File: src/rtl/timer_pkg.sv
// Shared definitions for the elapsed-time controller.
//   timer_state_t : controller state encoding (IDLE, RUN, PAUSE, DONE)
//   TIMER_W       : default count/limit width
package timer_pkg;

  typedef enum logic [1:0] {
    IDLE  = 2'd0,
    RUN   = 2'd1,
    PAUSE = 2'd2,
    DONE  = 2'd3
  } timer_state_t;

  localparam int unsigned TIMER_W = 8;

endpackage

File: src/rtl/tick_gen.sv
// Prescaler for the elapsed-time controller. Counts 0..PRESCALE-1 while
// enabled and flags a tick on the cycle the phase sits at PRESCALE-1.
// Ports:
//   clk   : rising-edge clock
//   reset : asynchronous active-low reset (phase -> 0)
//   en    : advance the phase this cycle
//   clr   : synchronous phase clear (wins over en)
//   tick  : high while en is set and the phase is at its last value
module tick_gen #(
  parameter int unsigned PRESCALE = 1
) (
  input  logic clk,
  input  logic reset,
  input  logic en,
  input  logic clr,
  output logic tick
);

  localparam int unsigned PW = (PRESCALE > 1) ? $clog2(PRESCALE) : 1;
  localparam logic [PW-1:0] LAST = PW'(PRESCALE - 1);

  logic [PW-1:0] phase;

  assign tick = en && (phase == LAST);

  // Phase is only held (never reset) when en drops, so a pause resumes
  // at the same point in the prescale period.
  always_ff @(posedge clk or negedge reset) begin
    if (!reset) begin
      phase <= '0;
    end else if (clr || tick) begin
      phase <= '0;
    end else if (en) begin
      phase <= phase + PW'(1);
    end
  end

endmodule

File: src/rtl/timer_ctrl.sv
// Run/pause/clear controller for the elapsed-time counter.
// Commands (priority clear > stop > start) sequence an IDLE/RUN/PAUSE/DONE
// FSM; count advances on prescaled ticks and stops at the live limit.
// Ports:
//   clk, reset        : clock, asynchronous active-low reset
//   start, stop, clear: commands, sampled every cycle
//   limit             : terminal count (unsigned, live)
//   count             : elapsed count
//   running / done    : state is RUN / DONE
//   expired           : one-cycle pulse on entry to DONE
//   lap, lap_time     : count capture (only when TIMER_CTRL_LAP_EN is defined)
module timer_ctrl
  import timer_pkg::*;
#(
  parameter int unsigned WIDTH    = TIMER_W,
  parameter int unsigned PRESCALE = 1
) (
  input  logic             clk,
  input  logic             reset,
  input  logic             start,
  input  logic             stop,
  input  logic             clear,
  input  logic [WIDTH-1:0] limit,
  output logic [WIDTH-1:0] count,
  output logic             running,
  output logic             done,
  output logic             expired
`ifdef TIMER_CTRL_LAP_EN
  ,
  input  logic             lap,
  output logic [WIDTH-1:0] lap_time
`endif
);

  timer_state_t     state_q, state_d;
  logic [WIDTH-1:0] count_d;
  logic [WIDTH:0]   count_inc;
  logic             tick;
  logic             expired_d;

  // A stop or clear on a tick edge suppresses both the increment and the
  // prescaler advance.
  tick_gen #(
    .PRESCALE(PRESCALE)
  ) u_tick (
    .clk  (clk),
    .reset(reset),
    .en   ((state_q == RUN) && !stop && !clear),
    .clr  (clear),
    .tick (tick)
  );

  assign count_inc = {1'b0, count} + (WIDTH + 1)'(1);

  always_comb begin
    state_d = state_q;
    count_d = count;
    if (clear) begin
      state_d = IDLE;
      count_d = '0;
    end else begin
      unique case (state_q)
        IDLE: begin
          if (!stop && start) begin
            state_d = (count >= limit) ? DONE : RUN;
          end
        end
        RUN: begin
          if (stop) begin
            state_d = PAUSE;
          end else if (tick) begin
            count_d = count_inc[WIDTH-1:0];
            if (count_inc >= {1'b0, limit}) begin
              state_d = DONE;
            end
          end
        end
        PAUSE: begin
          if (!stop && start) begin
            state_d = RUN;
          end
        end
        DONE: begin
          state_d = DONE;
        end
        default: begin
          state_d = IDLE;
        end
      endcase
    end
    expired_d = (state_d == DONE) && (state_q != DONE);
  end

  always_ff @(posedge clk or negedge reset) begin
    if (!reset) begin
      state_q <= IDLE;
      count   <= '0;
      expired <= 1'b0;
    end else begin
      state_q <= state_d;
      count   <= count_d;
      expired <= expired_d;
    end
  end

  assign running = (state_q == RUN);
  assign done    = (state_q == DONE);

`ifdef TIMER_CTRL_LAP_EN
  // Captures the pre-increment count on the same edge as any tick.
  always_ff @(posedge clk or negedge reset) begin
    if (!reset) begin
      lap_time <= '0;
    end else if (clear) begin
      lap_time <= '0;
    end else if (lap && ((state_q == RUN) || (state_q == PAUSE))) begin
      lap_time <= count;
    end
  end
`endif

endmodule

File: config.mk
export PLATFORM = sky130hd
export DESIGN_NAME = timer_ctrl
export DESIGN_NICKNAME = d
export VERILOG_FILES = /design/src/rtl/timer_pkg.sv /design/src/rtl/tick_gen.sv /design/src/rtl/timer_ctrl.sv
export SDC_FILE = /design/constraint.sdc
export NUM_CORES = 1
export LEC_CHECK = 0
export BUFFER_PORTS_ARGS = -buffer_cell sky130_fd_sc_hd__buf_2
export CAP_MARGIN = 5
export CORE_UTILIZATION = 57
export DETAILED_ROUTE_END_ITERATION = 7
export GPL_TIMING_DRIVEN = 0
export PLACE_DENSITY_LB_ADDON = 0.15
export REMOVE_ABC_BUFFERS = 1
export SETUP_SLACK_MARGIN = 0.02
export SLEW_MARGIN = 20
export SYNTH_ARGS = -nofsm -noshare
export SYNTH_HDL_FRONTEND = slang
export SYNTH_HIERARCHICAL = 1
export SYNTH_SLANG_ARGS = --single-unit
File: constraint.sdc
create_clock -name clk -period 5.3 [get_ports clk]
set_input_delay 0.795 -clock clk [delete_from_list [all_inputs] [get_ports clk]]
set_output_delay 0.795 -clock clk [all_outputs]
set_load 0.05 [all_outputs]
==> results of run 1 <==
flip-flops by register name (all words and copies together) (netlist names):
name          count
count             8
state_q           2
expired           1
u_tick/phase      1
where the power goes:
group	total (mW)	leakage, nW	internal [mW]	switching, mW
Clock	0.0593	0.0138	0.0264	0.0329
Sequential	0.0938	0.167	0.0924	0.00140
Combinational	0.0258	0.449	0.0100	0.0158
Total	0.179	0.629	0.129	0.0501
Yosys cell counts (2+ instances only):
| cell type | number |
|---|---|
| a21oi_1 | 12 |
| nand3_1 | 5 |
| and2_1 | 2 |
| nor2_1 | 5 |
| xor2_1 | 3 |
| a211oi_1 | 3 |
| dfrtp_1 | 12 |
| nor2b_1 | 2 |
| or3_1 | 4 |
| inv_1 | 10 |
| xnor2_1 | 6 |
| nand2_1 | 10 |
| ha_1 | 17 |
| nor3_1 | 2 |
| nand4_1 | 2 |
| o21ai_0 | 7 |
| nor3b_2 | 2 |
stage by stage:
step,worst slack [ns],total power [mW],hold slack (ns),utilization (%),std cells
floorplan,2.560,0.1101,0.4828,-,115
global placement,2.798,0.1203,0.4968,72.84,162
detailed placement,2.719,0.1217,0.5072,72.84,162
CTS,2.687,0.1820,0.3797,74.25,165
global route,2.568,0.1876,0.3989,74.25,165
finish,2.702,0.1790,0.3763,74.25,165
worst max-delay path by stage:
stage | endpoint
after floorplan | expired$_DFF_PN0_
after global placement | expired$_DFF_PN0_
after detailed placement | expired$_DFF_PN0_
after CTS | expired$_DFF_PN0_
after global routing | expired$_DFF_PN0_
final | expired$_DFF_PN0_
final cells by class:
class | count | area (sq um)
multi-input combinational | 93 | 678.2
fill | 123 | 410.4
sequential | 12 | 300.3
timing repair buffer | 23 | 115.1
inverter | 10 | 37.54
tap | 24 | 30.03
clock buffer | 3 | 22.52
layer usage:
layer | share of wire (%) | up-vias | GRT usage, % | wire [um]
li1 | - | 468 | - | -
met1 | 46 | 411 | 30.00 | 987
met2 | 48 | 22 | 41.18 | 1019
met3 | 3.8 | 5 | 4.082 | 82
met4 | 2.0 | 0 | 13.33 | 42
met5 | 0 | - | 0 | 0
worst max-delay path, delay by kind of cell, from the launching register on:
| kind | cells | cell delay, ns |
|---|---|---|
| AOI/OAI and AO/OA | 4 | 0.70 |
| and+or+nand+nor | 3 | 0.70 |
| adders and majority gates | 2 | 0.52 |
| DFF | 1 | 0.43 |
| xor gates and xnor gates | 1 | 0.14 |
cells by family (layout without fill, tap and decap cells):
group / Yosys count / after routing
AO/OA/AOI/OAI: 26 / 26
XOR/XNOR: 9 / 9
adder cells (fa/ha/maj): 17 / 17
buffers and inverters: 13 / 36
flip-flops: 12 / 12
AND/OR/NAND/NOR: 41 / 41
==> results.py, run 1 <==
metrics = {
    "setup_path": {
        "cpPeakStageDelay_ns": 0.43,
        "regToRegStartpoint": "count[0]$_DFFE_PN0P_",
        "cp.arrival_ns": 2.77,
        "r2r_slack_ns": 2.70,
        "worstPathCellList": "ha_1 > nand3_1 > or2_1 > xnor2_1 > ha_1 > a21o_1 > a211oi_1 > o21ai_0 > o2bb2ai_1 > and4b_1",
        "critPathCaptureType": "flip-flop",
        "rr_endpoint": "expired$_DFF_PN0_",
        "worstSetupPathType": "flip-flop to flip-flop",
        "critPathLaunchType": "flip-flop",
        "crit_required_ns": 5.47,
        "critPathLaunch": "count[0]$_DFFE_PN0P_",
        "cp_slowest_cell": "dfrtp_1",
        "worst_r2r_path_depth": 10,
        "worst-path-max-fanout": 5,
        "path_common_cell": "ha_1",
    },
    "layout": {
        "final_area_sq_mm": 0.001184,
        "layout.nets": 173,
        "final_cell_mix": "23 x buf_2, 17 x ha_1, 12 x a21oi_1, 12 x dfrtp_1",
        "final_common_cell": "buf_2",
        "diodes": 0,
        "area_growth_pct": 14.95,
        "drive_gt1_share_pct": 21.28,
    },
    "clock_network": {
        "clk_pin_slew_ns": 0.08,
        "ctsRootBufferMaster": "clkbuf_4",
        "cts_setup_buffers": 0,
        "cts_tree": "yes",
        "clock_latency_ns": 0.28,
        "cts_resized": 0,
        "cts_htree_levels": 1,
        "hold_buffers": 0,
        "cts_buffers": 3,
        "clock_sinks": 12,
        "clk_path_buf_depth": 2,
    },
    "synth": {
        "syn-mean-instance-area_sq_um": 8.727,
        "syn_inst": 118,
        "yosys_warnings": 6,
        "yosys.area.top_type": "dfrtp_1",
        "synth_fa_ha_area_share_pct": 20.66,
        "yosys.area_share.xor_xnor_pct": 7.655,
        "ys_types": 31,
        "synth_top_area_share_pct": 29.16,
        "synth_top_family_by_area": "simple AND/OR/NAND/NOR gates",
        "synth_area_leaders": "dfrtp_1 29%, ha_1 21%, a21oi_1 5.8%",
        "synth-simple-area-share_pct": 22.84,
        "synth_edf_count": 0,
        "synthMuxAreaShare_pct": 0,
        "synth_area_sq_mm": 0.001030,
        "synthArstFlopShare_pct": 100.0,
        "synth_flop_cell": "dfrtp_1",
        "yosysSeqAreaShare_pct": 29.16,
        "ys_ff_latch": 12,
        "synth_compound_area_share_pct": 14.70,
    },
    "routing": {
        "vias": 906,
        "firstDrtPassIters": 4,
        "drcViolationCount": 0,
        "drtIter0Drc": 29,
        "vias_per_cell": 5.491,
        "post_drt_wl_per_cell_um": 12.92,
        "ant_nets": 0,
        "drt_wl_total_um": 2132,
    },
    "floorplan": {
        "die_area_sq_mm": 0.001981,
        "die_h_um": 44.51,
        "die_x_um": 44.51,
        "start_util_pct": 64.60,
        "ios": 24,
        "core_area_sq_mm": 0.001594,
        "rows": 14,
    },
    "status": {
        "status": "completed",
    },
    "grt": {
        "grt_pass1_vias": 820,
        "grt_max_degree": 13,
        "antenna_found_initial": 0,
        "grt.total_usage_pct": 24.60,
        "grt_overflow": 0,
        "grt_pass1_wl_um": 3443,
    },
    "run": {
        "maxCapViolations": 0,
    },
    "sta": {
        "finalHoldViolCount": 0,
        "setup-violations-final": 0,
        "max_freq_mhz": 384.8,
        "relSlewSlack_pct": 75.25,
        "fin_crit_ns": 2.598,
        "fin_skew_ns": 0.005753,
        "drv_slew": 0,
        "tns_ns": 0,
        "rsz0062_at_grt": "no",
        "min_period_over_period_pct": 49.03,
        "worstMarginPinSlew_ns": 0.3665,
    },
    "placed_design": {
        "gp_congestion": 0.7898,
        "post_dp_cell_area_sq_mm": 0.001161,
        "hpwl_um": 1697,
        "portBuffers": 23,
    },
    "power": {
        "vdd_drop_max_mv": 0.1427,
        "power_density_mw_per_mm2": 151.2,
        "p_leak_nw": 0.6292,
    },
    "worst_hold_path": {
        "hp-class": "input port to asynchronous set/reset pin",
    },
}
No activity file was read; power rests on OpenSTA's default activity.
==> run 2, diff against run 1 <==
--- a/config.mk
+++ b/config.mk
@@ -7,7 +7,7 @@
 export LEC_CHECK = 0
 export BUFFER_PORTS_ARGS = -buffer_cell sky130_fd_sc_hd__buf_2
 export CAP_MARGIN = 5
-export CORE_UTILIZATION = 57
+export CORE_UTILIZATION = 53
 export DETAILED_ROUTE_END_ITERATION = 7
 export GPL_TIMING_DRIVEN = 0
 export PLACE_DENSITY_LB_ADDON = 0.15
==> constraint.sdc (replaced) <==
create_clock -name clk -period 2.5 [get_ports clk]
set_input_delay 0.375 -clock clk [delete_from_list [all_inputs] [get_ports clk]]
set_output_delay 0.375 -clock clk [all_outputs]
set_load 0.05 [all_outputs]
==> results.py, run 2 (synthesis results as in run 1) <==
metrics = {
    "layout": {
        "diodes": 0,
        "largest_register_ffs": 8,
        "layout.nets": 176,
        "n_fill_cell": 143,
        "ff_latch_area_sq_um": 301.5,
        "biggestRegsByFlops": "count x8, state_q x2",
        "multi_input_area_sq_um": 693.2,
        "area_growth_pct": 20.41,
        "drive_gt1_share_pct": 26.21,
        "largest-register": "count",
        "final_cell_mix": "23 x buf_2, 16 x ha_1, 12 x a21oi_1",
        "final_common_cell": "buf_2",
        "instances_no_fill": 170,
    },
    "worst_hold_path": {
        "hp-class": "input port to flip-flop",
        "min-delay-start": "clear",
    },
    "setup_path": {
        "worst_r2r_path_depth": 10,
        "critPathCapture": "expired$_DFF_PN0_",
        "crit_required_ns": 2.67,
        "cp.arrival_ns": 2.53,
        "worst-path-max-fanout": 4,
        "regToRegStartpoint": "count[1]$_DFFE_PN0P_",
        "r2r_slack_ns": 0.13,
        "critPathLaunchType": "flip-flop",
        "critPathCaptureType": "flip-flop",
        "critPathLaunch": "count[1]$_DFFE_PN0P_",
        "worstSetupPathType": "flip-flop to flip-flop",
        "rr_endpoint": "expired$_DFF_PN0_",
    },
    "routing": {
        "firstDrtPassIters": 4,
        "vias_per_cell": 5.435,
        "drcViolationCount": 0,
        "drtIter0Drc": 8,
        "drt_wl_total_um": 2100,
        "vias": 924,
        "post_drt_wl_per_cell_um": 12.35,
        "ant_nets": 0,
    },
    "floorplan": {
        "ios": 24,
        "start_util_pct": 57.75,
        "die_area_sq_mm": 0.002123,
        "die_h_um": 46.08,
        "die_x_um": 46.08,
        "rows": 15,
        "core_area_sq_mm": 0.001783,
    },
    "clock_network": {
        "clock_sinks": 12,
        "ctsRootBufferMaster": "clkbuf_4",
        "clock_latency_ns": 0.28,
        "clk_pin_slew_ns": 0.08,
        "cts_buffers": 3,
        "cts_tree": "yes",
        "cts_htree_levels": 1,
        "clk_path_buf_depth": 2,
    },
    "sta": {
        "min_period_over_period_pct": 94.69,
        "finalHoldViolCount": 0,
        "max_freq_mhz": 422.4,
        "fin_skew_ns": 0.006192,
        "drv_slew": 0,
        "setup-violations-final": 0,
        "rsz0062_at_grt": "no",
        "fin_crit_ns": 2.367,
        "worst_slack_ns": 0.1326,
        "worstMarginPinSlew_ns": 0.3282,
        "tns_ns": 0,
        "relSlewSlack_pct": 77.83,
    },
    "grt": {
        "antenna_found_initial": 0,
        "grt_max_degree": 13,
        "grt.total_usage_pct": 23.55,
        "grt_overflow": 0,
        "grt_pass1_vias": 830,
        "grt_pass1_wl_um": 3491,
    },
    "run": {
        "maxCapViolations": 0,
    },
    "power": {
        "p_leak_nw": 0.6497,
        "power_density_mw_per_mm2": 334.2,
        "vdd_drop_max_mv": 0.3168,
    },
    "placed_design": {
        "portBuffers": 23,
        "dp_cells": 163,
        "dp_slack_ns": -0.08839,
        "hpwl_um": 1623,
        "gp_congestion": 0.8560,
    },
    "status": {
        "status": "completed",
    },
}
-- run 2: changes by cell type in the layout (fill, tap and decap cells not counted), sizes merged --
| cell | previous run | this run |
|---|---|---|
| buf | 23 | 25 |
| clkbuf | 3 | 4 |
| dlygate4sd3 | 0 | 1 |
-- run 2: worst min path at each step --
| stage | to | slack (ns) | depth (start not counted) |
|---|---|---|---|
| floorplan | count[0]$_DFFE_PN0P_ | 0.08 | 0 |
| global placement | count[5]$_DFFE_PN0P_ | 0.27 | 1 |
| detailed placement | count[5]$_DFFE_PN0P_ | 0.27 | 1 |
| CTS | count[5]$_DFFE_PN0P_ | 0.41 | 2 |
| global route | u_tick/phase$_DFFE_PN0P_ | 0.43 | 2 |
| finish | count[5]$_DFFE_PN0P_ | 0.42 | 2 |
-- run 2: what timing repair did --
action	CTS	global route
buffers inserted	2	0
setup endpoints to repair	2	2
pin swaps	0	2
hold buffers	1	0
gates cloned	0	0
endpoints found under the hold margin	12	0
resized for setup	2	4
-- run 2: report_power, final --
part / switching (mW) / internal [mW] / total (mW) / leakage [nW]
logic: 0.0339 / 0.0229 / 0.0568 / 0.464
registers: 0.00291 / 0.196 / 0.199 / 0.165
clock network: 0.0701 / 0.0887 / 0.159 / 0.0210
total: 0.107 / 0.307 / 0.414 / 0.650
-- run 2: layout make-up --
| cell class | count | area share, % |
|---|---|---|
| multi-input combinational | 93 | 55.90 |
| timing repair buffer | 26 | 11.30 |
| sequential | 12 | 24.32 |
| inverter | 10 | 3.027 |
| tap | 25 | 2.523 |
| clock buffer | 4 | 2.926 |
-- run 2: per-layer routing --
metal / global-route usage (%) / wire length, um / vias up / part of all wire [%]
li1: - / - / 472 / -
met1: 29.17 / 946 / 430 / 45
met2: 38.87 / 1041 / 16 / 50
met3: 7.843 / 69 / 6 / 3.3
met4: 6.471 / 42 / 0 / 2.0
met5: 0 / 0 / - / 0
-- run 2: critical path: stages (launching register included) --
cell	delay, ns
dfrtp_1	0.36
ha_2	0.22
nand3_2	0.11
or2_4	0.27
xnor2_1	0.13
ha_1	0.30
a21o_1	0.20
a211oi_2	0.21
o21ai_1	0.09
o2bb2ai_1	0.13
and4b_1	0.22
-- run 2: stage by stage --
stage	instance area, sq um	hold WS (ns)	power, mW	utilization [%]
2_1_floorplan	1016	0.07941	0.2333	-
4_1_cts	1231	0.4148	0.4194	69.05
3_3_place_gp	1162	0.2660	0.2555	65.19
6_report	1240	0.4227	0.4144	69.54
3_5_place_dp	1162	0.2666	0.2576	65.19
5_1_grt	1240	0.4318	0.4384	69.54
==> run 3, diff against run 2 <==
--- a/config.mk
+++ b/config.mk
@@ -7,7 +7,7 @@
 export LEC_CHECK = 0
 export BUFFER_PORTS_ARGS = -buffer_cell sky130_fd_sc_hd__buf_2
 export CAP_MARGIN = 5
-export CORE_UTILIZATION = 53
+export CORE_UTILIZATION = 25
 export DETAILED_ROUTE_END_ITERATION = 7
 export GPL_TIMING_DRIVEN = 0
 export PLACE_DENSITY_LB_ADDON = 0.15
==> results.py, run 3 (synthesis results as in run 1) <==
metrics = {
    "status": {
        "status": "completed",
    },
    "setup_path": {
        "rr_endpoint": "expired$_DFF_PN0_",
        "critPathLaunch": "count[1]$_DFFE_PN0P_",
        "cp.arrival_ns": 2.51,
        "crit_required_ns": 2.63,
        "worst_r2r_path_depth": 10,
        "regToRegStartpoint": "count[1]$_DFFE_PN0P_",
        "r2r_slack_ns": 0.12,
        "worst-path-max-fanout": 5,
        "worstSetupPathType": "flip-flop to flip-flop",
        "critPathCapture": "expired$_DFF_PN0_",
        "critPathCaptureType": "flip-flop",
        "critPathLaunchType": "flip-flop",
    },
    "power": {
        "power.share.clock_pct": 41.0,
        "power_density_mw_per_mm2": 338.1,
        "power_frac_seq_pct": 46.3,
        "p_int_mw": 0.3241,
        "p_sw_mw": 0.1070,
        "p_leak_nw": 0.6556,
        "power.share.combinational_pct": 12.7,
        "vdd_drop_max_mv": 0.1072,
        "p_sw_share_pct": 24.83,
    },
    "placed_design": {
        "portBuffers": 23,
        "gp_congestion": 0.7263,
        "hpwl_um": 1809,
        "post_dp_cell_area_sq_mm": 0.001191,
        "dp_slack_ns": -0.09805,
        "dp_cells": 186,
    },
    "clock_network": {
        "clk_path_buf_depth": 2,
        "clk_pin_slew_ns": 0.05,
        "clock_sinks": 12,
        "cts_buffers": 3,
        "cts_tree": "yes",
        "cts_htree_levels": 1,
        "clock_latency_ns": 0.24,
        "ctsRootBufferMaster": "clkbuf_8",
    },
    "sta": {
        "fin_crit_ns": 2.381,
        "tns_ns": 0,
        "rsz0062_at_grt": "no",
        "setup-violations-final": 0,
        "fin_skew_ns": 0.001146,
        "relSlewSlack_pct": 77.82,
        "worstMarginPinSlew_ns": 0.3284,
        "worst_slack_ns": 0.1194,
        "drv_slew": 0,
        "min_period_over_period_pct": 95.22,
        "finalHoldViolCount": 0,
        "max_freq_mhz": 420.1,
    },
    "layout": {
        "drive_gt1_share_pct": 25.17,
        "instances_no_fill": 191,
        "area_growth_pct": 23.81,
        "largest-register": "count",
        "largest_register_ffs": 8,
        "diodes": 0,
        "n_fill_cell": 418,
        "final_area_sq_mm": 0.001275,
        "biggestRegsByFlops": "count x8, state_q x2",
        "final_cell_mix": "23 x buf_2, 16 x ha_1, 12 x a21oi_1, 12 x dfrtp_1",
        "layout.nets": 175,
        "final_common_cell": "buf_2",
    },
    "floorplan": {
        "core_area_sq_mm": 0.003799,
        "die_x_um": 66.18,
        "ios": 24,
        "die_h_um": 66.18,
        "die_area_sq_mm": 0.004380,
        "start_util_pct": 27.11,
        "rows": 22,
    },
    "routing": {
        "vias": 895,
        "drt_wl_total_um": 2256,
        "post_drt_wl_per_cell_um": 11.81,
        "vias_per_cell": 4.686,
        "drcViolationCount": 0,
        "drtIter0Drc": 47,
        "ant_nets": 0,
        "firstDrtPassIters": 4,
    },
    "grt": {
        "grt_pass1_vias": 856,
        "grt_pass1_wl_um": 3870,
        "antenna_found_initial": 0,
        "grt.total_usage_pct": 11.84,
        "grt_max_degree": 13,
        "grt_overflow": 0,
    },
    "run": {
        "maxCapViolations": 0,
    },
    "worst_hold_path": {
        "hp-class": "input port to asynchronous set/reset pin",
    },
}
==> run 3: changes by cell type in the layout (fill, tap and decap cells not counted), sizes merged <==
cell	change
clkbuf	-1
dlygate4sd3	-1
==> run 3: worst min-delay path by stage <==
stage,slack [ns],to,cells past startpoint
final,0.01,count[5]$_DFFE_PN0P_,1
after detailed placement,0.28,count[4]$_DFFE_PN0P_,1
after global placement,0.28,count[5]$_DFFE_PN0P_,1
after floorplan,0.08,count[0]$_DFFE_PN0P_,0
after CTS,0.02,count[5]$_DFFE_PN0P_,1
after global routing,0.03,count[5]$_DFFE_PN0P_,1
==> run 3: worst max-delay path, cell delays in order (launching register included) <==
cell and delay [ns]:
dfrtp_1 0.39, buf_4 0.16, nand3_2 0.11, or2_0 0.35, nor2_1 0.17, xor2_1 0.17, ha_1 0.26, a211oi_1 0.19
o21ai_0 0.12, o2bb2ai_1 0.15, and4b_1 0.21
==> run 3: repair_timing <==
item                                    in CTS  in global routing
pin swaps                                    0                  1
hold buffers                                 0                  0
gates resized for setup                      2                  3
buffers inserted                             2                  0
endpoints found under the setup margin       2                  2
==> run 3: power by group through the flow <==
stage                     Combinational, mW  Sequential [mW]  Clock [mW]
after floorplan                      0.0301            0.203           0
after global placement               0.0547            0.203           0
after detailed placement             0.0558            0.203           0
after CTS                            0.0560            0.200       0.185
after global routing                 0.0626            0.200       0.194
final                                0.0546            0.200       0.177
==> run 3: per-layer routing <==
metal / part of all wire [%] / track usage, % / vias to the layer above
li1: - / - / 469
met2: 47 / 19.77 / 16
met4: 0.98 / 5.585 / 0
met5: 0 / 0 / -
met1: 47 / 14.20 / 408
met3: 4.6 / 2.759 / 2
==> run 3: per-stage QoR <==
stage	hold WS, ns	util, %	total power, mW
3_3_place_gp	0.2796	31.36	0.2575
3_5_place_dp	0.2821	31.36	0.2589
2_1_floorplan	0.07941	-	0.2333
4_1_cts	0.02437	33.04	0.4402
5_1_grt	0.03255	33.56	0.4563
6_report	0.01262	33.56	0.4311
==> run 3: final cells by class <==
class                   count  area (sq um)  share of cell area [%]
well taps                  48         60.06                   4.711
flip-flops and latches     12         300.3                   23.55
multi-input cells          93         705.7                   55.35
clock buffers               3         41.29                   3.238
inverters                  10         37.54                   2.944
repair buffers             25         130.1                   10.21
